`src/rtl/stupid_toy_pkg.sv`:
```
// Shared types for the toy byte sender: FSM state encoding and byte width.
package stupid_toy_pkg;
   localparam int BYTE_W = 8;

   typedef enum logic [1:0] {
      IDLE = 2'd0,
      SEND = 2'd1,
      GAP  = 2'd2,
      DONE = 2'd3
   } state_e;
endpackage

```
`src/rtl/stupid_toy_fifo.sv`:
```
// Small synchronous FIFO; push while full and pop while empty are dropped.
// next_head_o exposes the entry behind the head so the sender can chain strobes.
module stupid_toy_fifo #(
   parameter int DEPTH  = 4,
   parameter int BYTE_W = 8
) (
   input  logic                    clk,
   input  logic                    reset,
   input  logic                    push_i,
   input  logic [BYTE_W-1:0]       data_i,
   input  logic                    pop_i,
   output logic [BYTE_W-1:0]       head_o,
   output logic [BYTE_W-1:0]       next_head_o,
   output logic [$clog2(DEPTH):0]  count_o,
   output logic                    full_o,
   output logic                    empty_o
);
   localparam int AW = $clog2(DEPTH);

   logic [BYTE_W-1:0] mem_q [DEPTH];
   logic [AW-1:0]     rd_q, wr_q, rd_nx;
   logic [AW:0]       cnt_q;
   logic              do_push, do_pop;

   assign full_o      = (cnt_q == (AW+1)'(DEPTH));
   assign empty_o     = (cnt_q == '0);
   assign do_push     = push_i && !full_o;
   assign do_pop      = pop_i && !empty_o;
   assign rd_nx       = rd_q + AW'(1);
   assign head_o      = mem_q[rd_q];
   assign next_head_o = mem_q[rd_nx];
   assign count_o     = cnt_q;

   always_ff @(posedge clk) begin
      if (do_push) mem_q[wr_q] <= data_i;
   end

   always_ff @(posedge clk) begin
      if (reset) begin
         rd_q  <= '0;
         wr_q  <= '0;
         cnt_q <= '0;
      end else begin
         if (do_push) wr_q <= wr_q + AW'(1);
         if (do_pop)  rd_q <= rd_nx;
         cnt_q <= cnt_q + (AW+1)'(do_push) - (AW+1)'(do_pop);
      end
   end
endmodule

```
`src/rtl/stupid_toy_sender.sv`:
```
// Byte-load transmitter: queues upstream bytes and emits each as a one-cycle
// load_enable strobe, with a programmable gap and an optional sticky byte limit.
module stupid_toy_sender
   import stupid_toy_pkg::*;
#(
   parameter int DEPTH      = 4,
   parameter int GAP_CYCLES = 1,
   parameter int MAX_BYTES  = 0
) (
   input  logic              clk,
   input  logic              reset,
   input  logic [BYTE_W-1:0] in_data,
   input  logic              in_valid,
   output logic              in_ready,
   output logic [BYTE_W-1:0] data,
   output logic              load_enable,
   output logic              busy,
   output logic              done,
   output logic [7:0]        sent_count
);
   localparam int GW = (GAP_CYCLES > 0) ? $clog2(GAP_CYCLES + 1) : 1;
   localparam int CW = $clog2(DEPTH) + 1;

   state_e            state_q;
   logic [GW-1:0]     gap_q;
   logic [BYTE_W-1:0] data_q;
   logic              le_q;
   logic [7:0]        sent_q;

   logic [BYTE_W-1:0] head, nhead, nxt_byte;
   logic [CW-1:0]     fcount;
   logic              full, empty, push, pop, more, hit;
   logic [7:0]        sent_inc;

   assign in_ready = !reset && !full && (state_q != DONE);
   assign push     = in_valid && in_ready;
   assign pop      = (state_q == SEND);

   stupid_toy_fifo #(.DEPTH(DEPTH), .BYTE_W(BYTE_W)) u_fifo (
      .clk        (clk),
      .reset      (reset),
      .push_i     (push),
      .data_i     (in_data),
      .pop_i      (pop),
      .head_o     (head),
      .next_head_o(nhead),
      .count_o    (fcount),
      .full_o     (full),
      .empty_o    (empty)
   );

   // Back-to-back chaining looks past the popped head, including a byte
   // arriving in the same cycle when the FIFO is about to run dry.
   assign more     = (fcount > CW'(1)) || push;
   assign nxt_byte = (fcount > CW'(1)) ? nhead : in_data;
   assign sent_inc = (sent_q == 8'hFF) ? sent_q : sent_q + 8'd1;
   assign hit      = (MAX_BYTES != 0) && (int'(sent_q) + 1 == MAX_BYTES);

   always_ff @(posedge clk) begin
      if (reset) begin
         state_q <= IDLE;
         gap_q   <= '0;
         data_q  <= '0;
         le_q    <= 1'b0;
         sent_q  <= '0;
      end else begin
         le_q <= 1'b0;
         case (state_q)
            IDLE: begin
               if (!empty) begin
                  state_q <= SEND;
                  le_q    <= 1'b1;
                  data_q  <= head;
               end
            end
            SEND: begin
               sent_q <= sent_inc;
               if (hit) begin
                  state_q <= DONE;
               end else if (GAP_CYCLES > 0) begin
                  state_q <= GAP;
                  gap_q   <= GW'(GAP_CYCLES - 1);
               end else if (more) begin
                  state_q <= SEND;
                  le_q    <= 1'b1;
                  data_q  <= nxt_byte;
               end else begin
                  state_q <= IDLE;
               end
            end
            GAP: begin
               if (gap_q != '0) begin
                  gap_q <= gap_q - GW'(1);
               end else if (!empty) begin
                  state_q <= SEND;
                  le_q    <= 1'b1;
                  data_q  <= head;
               end else begin
                  state_q <= IDLE;
               end
            end
            DONE: ;
            default: state_q <= IDLE;
         endcase
      end
   end

   assign data        = data_q;
   assign load_enable = le_q;
   assign done        = (state_q == DONE);
   assign busy        = (state_q != DONE) && (!empty || (state_q != IDLE));
   assign sent_count  = sent_q;
endmodule

```
`config.mk`:
```
export PLATFORM = sky130hd
export DESIGN_NAME = stupid_toy_sender
export DESIGN_NICKNAME = d
export VERILOG_FILES = /design/src/rtl/stupid_toy_pkg.sv /design/src/rtl/stupid_toy_fifo.sv /design/src/rtl/stupid_toy_sender.sv
export SDC_FILE = /design/constraint.sdc
export NUM_CORES = 1
export LEC_CHECK = 0
export CORE_ASPECT_RATIO = 0.6
export CORE_UTILIZATION = 59
export DETAILED_ROUTE_END_ITERATION = 8
export PLACE_DENSITY = 0.81
export SLEW_MARGIN = 20
export SYNTH_ARGS = -nofsm -noshare
export SYNTH_HDL_FRONTEND = slang
export SYNTH_HIERARCHICAL = 1
export SYNTH_SLANG_ARGS = --single-unit
export TNS_END_PERCENT = 30
```
`constraint.sdc`:
```
create_clock -name clk -period 6.1 [get_ports clk]
set_input_delay 0.915 -clock clk [delete_from_list [all_inputs] [get_ports clk]]
set_output_delay 0.915 -clock clk [all_outputs]
set_load 0.1 [all_outputs]
```
==> impl_metrics.csv <==
group,metric,value,unit
run_status,status,"finished with violations",
run_status,violations,"DRC",
run,cap_viol_max_count,0,
power,ir_worst_vdd,0.2457,mV
grt,grt-ovfl-total,0,
die,top_level_ports,31,
critical_path,reg2reg_slack,3.38,ns
placement,routabilityCongestion,0.7764,
placement,place_hpwl,3.094,mm
clocking,postCtsHoldBufs,0,
final_layout,final_cell_area,2952,um^2
logic_synthesis,yosys_warnings,6,
grt,grt_pass1_vias,1503,
drt,routed_wl,4.420,mm
sta,finalSetupViolCount,0,
die,coreArea,3807,um^2
sta,max_freq,229.3,MHz
drt,vias_per_cell,5.798,
die,start_util,63.62,%
sta,drv_slew,0,
clocking,cts_buffers,9,
final_layout,regArea,1521,um^2
grt,grtUsageTotal,22.97,%
final_layout,nFillCells,215,
critical_path,slowest_delay,1.19,ns
critical_path,cpMostUsedCell,"clkdlybuf4s50_1",
clocking,clock-sinks,60,
critical_path,path_class,"in2out",
drt,drcViolationCount,2,
clocking,cts-resized-gates,0,
sta,tns,0,ns
placement,placed_area,2736,um^2
die,die_h,51.63,um
power,power.density,490.3,nW/um^2
clocking,clockBufferDepth,2,
drt,vias,1577,
die,dieArea,4374,um^2
sta,fin_worst_skew,0.007292,ns
sta,post-route-min-period,4.361,ns
clocking,cts_root_buffer,"clkbuf_8",
critical_path,cp-start-kind,"input port",
drt,drt_iter0_drc,63,
critical_path,crit_arrival,3.45,ns
power,leakage,1.037,nW
grt,grt_pass1_wl,7.044,mm
grt,grt_max_degree,30,
sta,rsz0062_at_grt,"no",
final_layout,multi_input_area,825.8,um^2
grt,antenna_found_initial,0,
final_layout,layout-drive-gt1-share,12.89,%
logic_synthesis,synth_nets,207,
clocking,postCtsSetupRepairBufs,0,
clocking,cts-htree-levels,3,
drt,first_pass_iters,6,
drt,drtAntennaViolNets,0,
placement,placement.io_buffers,30,
critical_path,crit_fanout,29,
critical_path,crit_slowest_cell,"clkdlybuf4s50_1",
power,fin_total_pwr,1.447,mW
sta,maxSlewHeadroom,34.67,%
clocking,clk_pin_slew,0.07,ns
critical_path,end_kind,"primary output",
final_layout,nNetsFinal,239,
final_layout,area_growth,21.85,%
sta,post-route-period-util,71.50,%
sta,tightest_slew,0.9769,ns
logic_synthesis,syn-cell-area,2422,um^2
critical_path,required,5.18,ns
sta,hold_viol,0,
drt,post_drt_wl_per_cell,16.25,um
die,core.rowCount,17,
final_layout,diodes,0,
worst_hold_path,holdCritPathClass,"reg2reg",
clocking,insertion_delay,0.34,ns
critical_path,crit_path_cell_trace,"clkdlybuf4s50_1, nor3_1, clkdlybuf4s50_1",
logic_synthesis,syn_inst,188,
die,die_x,84.72,um
clocking,cts_tree,"yes",
logic_synthesis,avgSynthCellArea,12.88,um^2
==> state kept, by name (all words and copies together) (netlist names), named ones only <==
name	count
sent_count	8
state_q	2
u_fifo/count_o	3
u_fifo/rd_q	2
data	8
load_enable	1
u_fifo/mem_q	32
u_fifo/wr_q	2
==> cell usage in the layout, fill, tap and decap left out, types with 8 or more instances in the layout <==
cell type and n:
nor2_1 12, clkdlybuf4s50_1 30, dfxtp_1 28, mux4_2 8, inv_1 8, clkbuf_8 9, edfxtp_1 32, nand2_1 21
a21oi_1 14
==> final timing paths <==
check	startpoint	cells past startpoint	to
worst max-delay path	reset	3	in_ready
worst max register to register	u_fifo/count_o[1]	13	u_fifo/count_o[2]
worst min-delay path	data[3]	2	data[3]
worst min register to register	data[3]	2	data[3]
==> power by group <==
part / internal, mW / switching (mW) / leakage (nW)
logic: 0.146 / 0.394 / 0.420
clock network: 0.227 / 0.153 / 0.0989
registers: 0.480 / 0.0462 / 0.518
==> through the flow <==
stage | util [%] | hold slack [ns] | setup slack (ns) | instances
floorplan | - | 0.4818 | 1.138 | 188
global placement | 71.87 | 0.4435 | 1.775 | 256
detailed placement | 71.87 | 0.4502 | 1.730 | 256
CTS | 77.52 | 0.4596 | 1.718 | 272
global route | 77.52 | 0.4791 | 1.513 | 272
finish | 77.52 | 0.4538 | 1.739 | 272
==> area by class of cell <==
cell class	count	share of cell area [%]
multi-input cells	111	27.98
repair buffers	30	10.17
well taps	47	1.992
flip-flops and latches	60	51.55
inverters	8	1.017
clock inverters	7	3.095
clock buffers	9	4.197
==> worst max-delay path: cells and delay by family <==
kind	cells	cell delay, ns
buffers and inverters	2	2.10
and+or+nand+nor	1	0.42
==> routing by layer <==
metal / GRT usage [%] / routed length [um] / share of wire [%] / vias to the layer above
met3: 8.413 / 348 / 7.9 / 5
li1: - / - / - / 740
met5: 0 / 0 / 0 / -
met1: 27.71 / 1813 / 41 / 773
met2: 38.35 / 2208 / 50 / 59
met4: 9.322 / 50 / 1.1 / 0
Note: power is estimated with default switching activity, not from simulation.
